===== src/rtl/psg_bus_pkg.sv =====
// Shared types for the PSG BDIR/BC bus master: bus modes, FSM states and the
// per-register read masks of a YM2149-style register file.
package psg_bus_pkg;

    // Encoded directly as {BDIR,BC}
    typedef enum logic [1:0] {
        BUS_INACTIVE = 2'b00,
        BUS_READ     = 2'b01,
        BUS_WRITE    = 2'b10,
        BUS_LATCH    = 2'b11
    } bus_mode_e;

    typedef enum logic [2:0] {
        S_IDLE,
        S_ADDR,
        S_GAP1,
        S_WR,
        S_RD,
        S_GAP2
    } state_e;

    localparam logic [3:0] SHADOW_LAST = 4'd13;

    // Index 15 first: R15 .. R0
    localparam logic [15:0][7:0] RD_MASK = {
        8'hFF, 8'hFF, 8'h0F, 8'hFF, 8'hFF, 8'h1F, 8'h1F, 8'h1F,
        8'hFF, 8'h1F, 8'h0F, 8'hFF, 8'h0F, 8'hFF, 8'h0F, 8'hFF
    };

    function automatic logic [7:0] rd_mask(input logic [3:0] a);
        return RD_MASK[a];
    endfunction

endpackage


===== src/rtl/psg_shadow_regs.sv =====
// Shadow copy of PSG registers R0..R13; full-width write port, combinational
// read that applies the chip's per-register bit masks.
module psg_shadow_regs
    import psg_bus_pkg::*;
(
    input  logic       i_clk,
    input  logic       i_rst,
    input  logic       i_we,
    input  logic [3:0] i_waddr,
    input  logic [7:0] i_wdata,
    input  logic [3:0] i_raddr,
    output logic [7:0] o_rdata
);

    logic [13:0][7:0] r_regs;
    logic [7:0]       w_rdata;

    always_ff @(posedge i_clk) begin
        if (i_rst) begin
            r_regs    <= '0;
            r_regs[7] <= 8'hFF;   // mixer: all channels/IO disabled
        end else begin
            for (int i = 0; i < 14; i++) begin
                if (i_we && i_waddr == 4'(i)) r_regs[i] <= i_wdata;
            end
        end
    end

    always_comb begin
        w_rdata = '0;
        for (int i = 0; i < 14; i++) begin
            if (i_raddr == 4'(i)) w_rdata = r_regs[i] & rd_mask(i_raddr);
        end
    end

    assign o_rdata = w_rdata;

endmodule


===== src/rtl/psg_bus_master.sv =====
// Host-side BDIR/BC bus initiator for a YM2149-style PSG with a latched-address
// cache. Optional register shadow (reads of R0..R13 skip the bus): PSG_SHADOW_EN.
module psg_bus_master
    import psg_bus_pkg::*;
#(
    parameter int HOLD_CYCLES = 2
) (
    input  logic       CLK,
    input  logic       RESET,
    input  logic       req_valid,
    output logic       req_ready,
    input  logic       req_write,
    input  logic [3:0] req_addr,
    input  logic [7:0] req_data,
    output logic       rsp_valid,
    output logic [7:0] rsp_data,
    output logic       busy,
    output logic       BDIR,
    output logic       BC,
    output logic [7:0] DO,
    input  logic [7:0] DI
);

    localparam int CW = (HOLD_CYCLES > 1) ? $clog2(HOLD_CYCLES) : 1;
    localparam logic [CW-1:0] CNT_LOAD = CW'(HOLD_CYCLES - 1);

    if (HOLD_CYCLES < 1) begin : g_hold_chk
        $error("HOLD_CYCLES must be >= 1");
    end

    state_e    r_state;
    bus_mode_e r_mode;
    logic [7:0]    r_do;
    logic [CW-1:0] r_cnt;
    logic [3:0]    r_addr;
    logic [7:0]    r_data;
    logic          r_write;
    logic          r_cache_vld;
    logic [3:0]    r_cache_addr;
    logic          r_ready;
    logic          r_rsp_valid;
    logic [7:0]    r_rsp_data;

    logic       w_accept;
    logic       w_hit;
    logic       w_shadow_rd;
    logic [7:0] w_shadow_rdata;

    assign w_accept = req_valid & r_ready;
    assign w_hit    = r_cache_vld & (r_cache_addr == req_addr);

`ifdef PSG_SHADOW_EN
    psg_shadow_regs u_shadow (
        .i_clk   (CLK),
        .i_rst   (RESET),
        .i_we    (w_accept & req_write),
        .i_waddr (req_addr),
        .i_wdata (req_data),
        .i_raddr (req_addr),
        .o_rdata (w_shadow_rdata)
    );
    assign w_shadow_rd = ~req_write & (req_addr <= SHADOW_LAST);
`else
    assign w_shadow_rd    = 1'b0;
    assign w_shadow_rdata = 8'h00;
`endif

    always_ff @(posedge CLK) begin
        if (RESET) begin
            r_state      <= S_IDLE;
            r_mode       <= BUS_INACTIVE;
            r_do         <= '0;
            r_cnt        <= '0;
            r_addr       <= '0;
            r_data       <= '0;
            r_write      <= 1'b0;
            r_cache_vld  <= 1'b0;
            r_cache_addr <= '0;
            r_ready      <= 1'b1;
            r_rsp_valid  <= 1'b0;
            r_rsp_data   <= '0;
        end else begin
            r_rsp_valid <= 1'b0;
            case (r_state)
                S_IDLE: if (w_accept) begin
                    r_addr  <= req_addr;
                    r_data  <= req_data;
                    r_write <= req_write;
                    r_cnt   <= CNT_LOAD;
                    if (w_shadow_rd) begin
                        r_rsp_valid <= 1'b1;
                        r_rsp_data  <= w_shadow_rdata;
                    end else if (w_hit) begin
                        r_ready <= 1'b0;
                        r_state <= req_write ? S_WR : S_RD;
                        r_mode  <= req_write ? BUS_WRITE : BUS_READ;
                        r_do    <= req_write ? req_data : 8'h00;
                    end else begin
                        r_ready <= 1'b0;
                        r_state <= S_ADDR;
                        r_mode  <= BUS_LATCH;
                        r_do    <= {4'h0, req_addr};
                    end
                end
                S_ADDR: begin
                    if (r_cnt == '0) begin
                        r_state      <= S_GAP1;
                        r_mode       <= BUS_INACTIVE;
                        r_do         <= '0;
                        r_cache_vld  <= 1'b1;
                        r_cache_addr <= r_addr;
                    end else begin
                        r_cnt <= r_cnt - 1'b1;
                    end
                end
                S_GAP1: begin
                    r_state <= r_write ? S_WR : S_RD;
                    r_mode  <= r_write ? BUS_WRITE : BUS_READ;
                    r_do    <= r_write ? r_data : 8'h00;
                    r_cnt   <= CNT_LOAD;
                end
                S_WR, S_RD: begin
                    if (r_cnt == '0) begin
                        r_state <= S_GAP2;
                        r_mode  <= BUS_INACTIVE;
                        r_do    <= '0;
                        // DI is captured on the edge that closes the read phase
                        if (r_state == S_RD) begin
                            r_rsp_valid <= 1'b1;
                            r_rsp_data  <= DI;
                        end
                    end else begin
                        r_cnt <= r_cnt - 1'b1;
                    end
                end
                S_GAP2: begin
                    r_state <= S_IDLE;
                    r_ready <= 1'b1;
                end
                default: begin
                    r_state <= S_IDLE;
                    r_mode  <= BUS_INACTIVE;
                    r_ready <= 1'b1;
                end
            endcase
        end
    end

    assign {BDIR, BC} = r_mode;
    assign DO         = r_do;
    assign req_ready  = r_ready;
    assign busy       = ~r_ready;
    assign rsp_valid  = r_rsp_valid;
    assign rsp_data   = r_rsp_data;

endmodule

===== config.mk =====
export PLATFORM = sky130hd
export DESIGN_NAME = psg_bus_master
export DESIGN_NICKNAME = d
export VERILOG_FILES = /design/src/rtl/psg_bus_pkg.sv /design/src/rtl/psg_shadow_regs.sv /design/src/rtl/psg_bus_master.sv
export SDC_FILE = /design/constraint.sdc
export NUM_CORES = 1
export LEC_CHECK = 0
export BUFFER_PORTS_ARGS = -buffer_cell sky130_fd_sc_hd__buf_4
export CAP_MARGIN = 10
export CORE_ASPECT_RATIO = 2
export CORE_UTILIZATION = 53
export DETAILED_ROUTE_END_ITERATION = 7
export GPL_TIMING_DRIVEN = 0
export PLACE_DENSITY = 0.81
export SLEW_MARGIN = 20
export SYNTH_ARGS = -nofsm -noshare
export SYNTH_HDL_FRONTEND = slang
export SYNTH_SLANG_ARGS = --single-unit

===== constraint.sdc =====
create_clock -name CLK -period 2.4 [get_ports CLK]
set_clock_uncertainty 0.1 [all_clocks]
set_input_delay 0.12 -clock CLK [delete_from_list [all_inputs] [get_ports CLK]]
set_output_delay 0.12 -clock CLK [all_outputs]
set_load 0.005 [all_outputs]

==> results.toml <==
[logic_synthesis]
syn_inst = 235
synth_edf_count = 0
netlist.area_leader.share_pct = 44.2
syn_area_per_cell_um2 = 8.10
ys.flop_type = "dfxtp_1"
synth_area_leaders = "dfxtp_1, nand2_1, a21oi_1"
synth_nets = 259
ys_seq_area_share_pct = 44.2
syn_area_mm2 = 0.00190
yosysTopAreaCell = "dfxtp_1"
yosysWarnings = 0
ys_types = 41
synth-seq-cells = 42
postSynth.asyncResetShare_pct = 0

[critical_path]
startpoint = "req_addr[2]"
critical_path_required_ps = 2520
crit_slowest_cell = "dlygate4sd3_1"
critPathTopFamily = "buffers and inverters"
cp_max_fo = 8
cp-start-kind = "primary input"
max_stage_delay_ps = 540
path_cells = "dlygate4sd3_1 -> buf_4 -> xnor2_1 -> nand2_1 -> nor4b_4 -> a221oi_1 -> a211oi_2"
reg2reg_from = "r_state[0]"
end_kind = "flip-flop"
path_class = "primary input to flip-flop"
path_buf_inv = 2
crit_arrival_ps = 2200

[placement]
dp_slack_ps = 418
dp_hpwl_mm = 3.70
postPlaceCellArea_mm2 = 0.00229
port_buffers = 43
gp_congestion = 0.907

[layout]
drive_gt1_share_pct = 22.0
final_common_cell = "nand2_1"
layout_common_cells = "nand2_1, buf_4, dfxtp_1, a21oi_1, nor2_1"
areaGrowthSynthToFinish_pct = 37.3
num_antenna_cells = 0
final_area_mm2 = 0.00262
nNetsFinal = 328

[drt]
first_pass_iters = 4
ant_nets = 0
route.detailed.drc = 0
drt_iter0_drc = 60
drt-total-wl_mm = 5.39
vias_per_cell = 5.65
vias = 1995
wl_per_cell_um = 15.3

[clock_tree]
clock_path_buffers = 2
cts_resized = 0
cts_buffers = 5
root_buffer = "clkbuf_8"
cts_max_level = 2
clkLatencyLatePin_ps = 300
cts_tree = "yes"
clk_pin_slew_ps = 80
cts.sinks = 42
postCtsSetupBuffers = 0

[sta]
maxSlewViolCount = 0
timing.slew.headroom_pct = 56.8
rsz0062_at_grt = "false"
holdWs_ps = 12.1
final.setup.worst_slack_ps = 323
setup-tns-final_ps = 0
min_period_ps = 2080
post-route-period-util_pct = 86.5
finalHoldViolations = 0
setup_violations = 0
worstMarginPinSlew_ps = 646
fmax_ghz = 0.481

[global_route]
grt_antenna_before_repair = 0
grt_start_max_net_pins = 15
grt_pass1_vias = 1983
grt_usage_pct = 31.1
grt_pass1_wl_mm = 8.87
overflow = 0

[floorplan]
ios = 45
die_area_mm2 = 0.00385
die_w_um = 44.4
core_area_mm2 = 0.00342
dieHeight_um = 86.8
start_util_pct = 55.8
rows = 30

[run_status]
status = "completed"

[min_path]
hp-class = "primary input to flip-flop"
min_from = "req_addr[3]"

[power]
cellLeakagePower_nw = 1.04
cellPowerDensity_mw_per_mm2 = 813
vdd_drop_max_uv = 572
power_w = 0.00213

[run]
drv_cap = 0
## path summary, 6_finish.rpt
path | to | slack, ps | depth (start not counted)
setup / recovery | DO[0] | 320 | 7
hold / removal | r_addr[3] | 10 | 3
hold reg to reg | r_data[4] | 360 | 2
setup reg to reg | DO[0] | 380 | 5
## stage by stage
stage,utilization [%],std cells
floorplan,-,235
detailed placement,67.0,326
CTS,76.6,353
global route,76.6,353
finish,76.6,353
global placement,67.0,326
## tightest hold or removal path: cells and delay by family
kind | cells | cell delay [ps]
simple gates | 1 | 60
buf+inv | 1 | 130
compound gates | 1 | 50
## metal layers
| metal | up-vias | part of all wire [%] | global-route usage [%] |
|---|---|---|---|
| li1 | 960 | - | - |
| met1 | 937 | 37 | 32.1 |
| met5 | - | 0 | 0 |
| met2 | 80 | 55 | 55.9 |
| met4 | 0 | 3.5 | 17.9 |
| met3 | 18 | 4.5 | 5.00 |
## logic make-up after synthesis
group,share of synthesized area (%)
flops,44.2
buf+inv,4.20
compound gates,20.9
xor+xnor,0.460
mux,2.69
simple gates,27.6
## synth_stat cells, types with 3 or more instances
cell type / count
mux2i_1: 4
buf_2: 4
o21ai_0: 5
clkbuf_1: 9
dfxtp_1: 42
nor2_1: 24
nand3_1: 6
inv_1: 6
a221oi_1: 6
nand2_1: 48
nor3_1: 7
a211oi_2: 3
a311oi_1: 3
a21oi_1: 31
nand2b_1: 6
## timing repair
action | 4_1_cts | 5_1_grt
endpoints found under the hold margin | 19 | 0
endpoints found under the setup margin | 0 | 0
hold buffers | 19 | 0
## report_power, final
group          switching (W)  total [W]  internal, W
Combinational       0.000325   0.000610     0.000286
Sequential         0.0000570   0.000844     0.000787
Clock               0.000256   0.000673     0.000417
## area by class of cell
type                    count  area (µm²)
flip-flops and latches     42         841
inverters                   7        26.3
well taps                  48        60.1
plain buffers              13        53.8
multi-input cells         173         983
clock inverters             3        68.8
fillers                   234         801
clock buffers               5        68.8
repair buffers             62         513
## flip-flops by register name, indices dropped and copies added, names as in the netlist
signal	cells
r_write	1
r_data	8
req_ready	1
r_cache_vld	1
r_mode	2
rsp_valid	1
r_addr	4
r_cache_addr	4
r_state	3
rsp_data	8
r_cnt	1
DO	8
No activity file was read; power rests on OpenSTA's default activity.
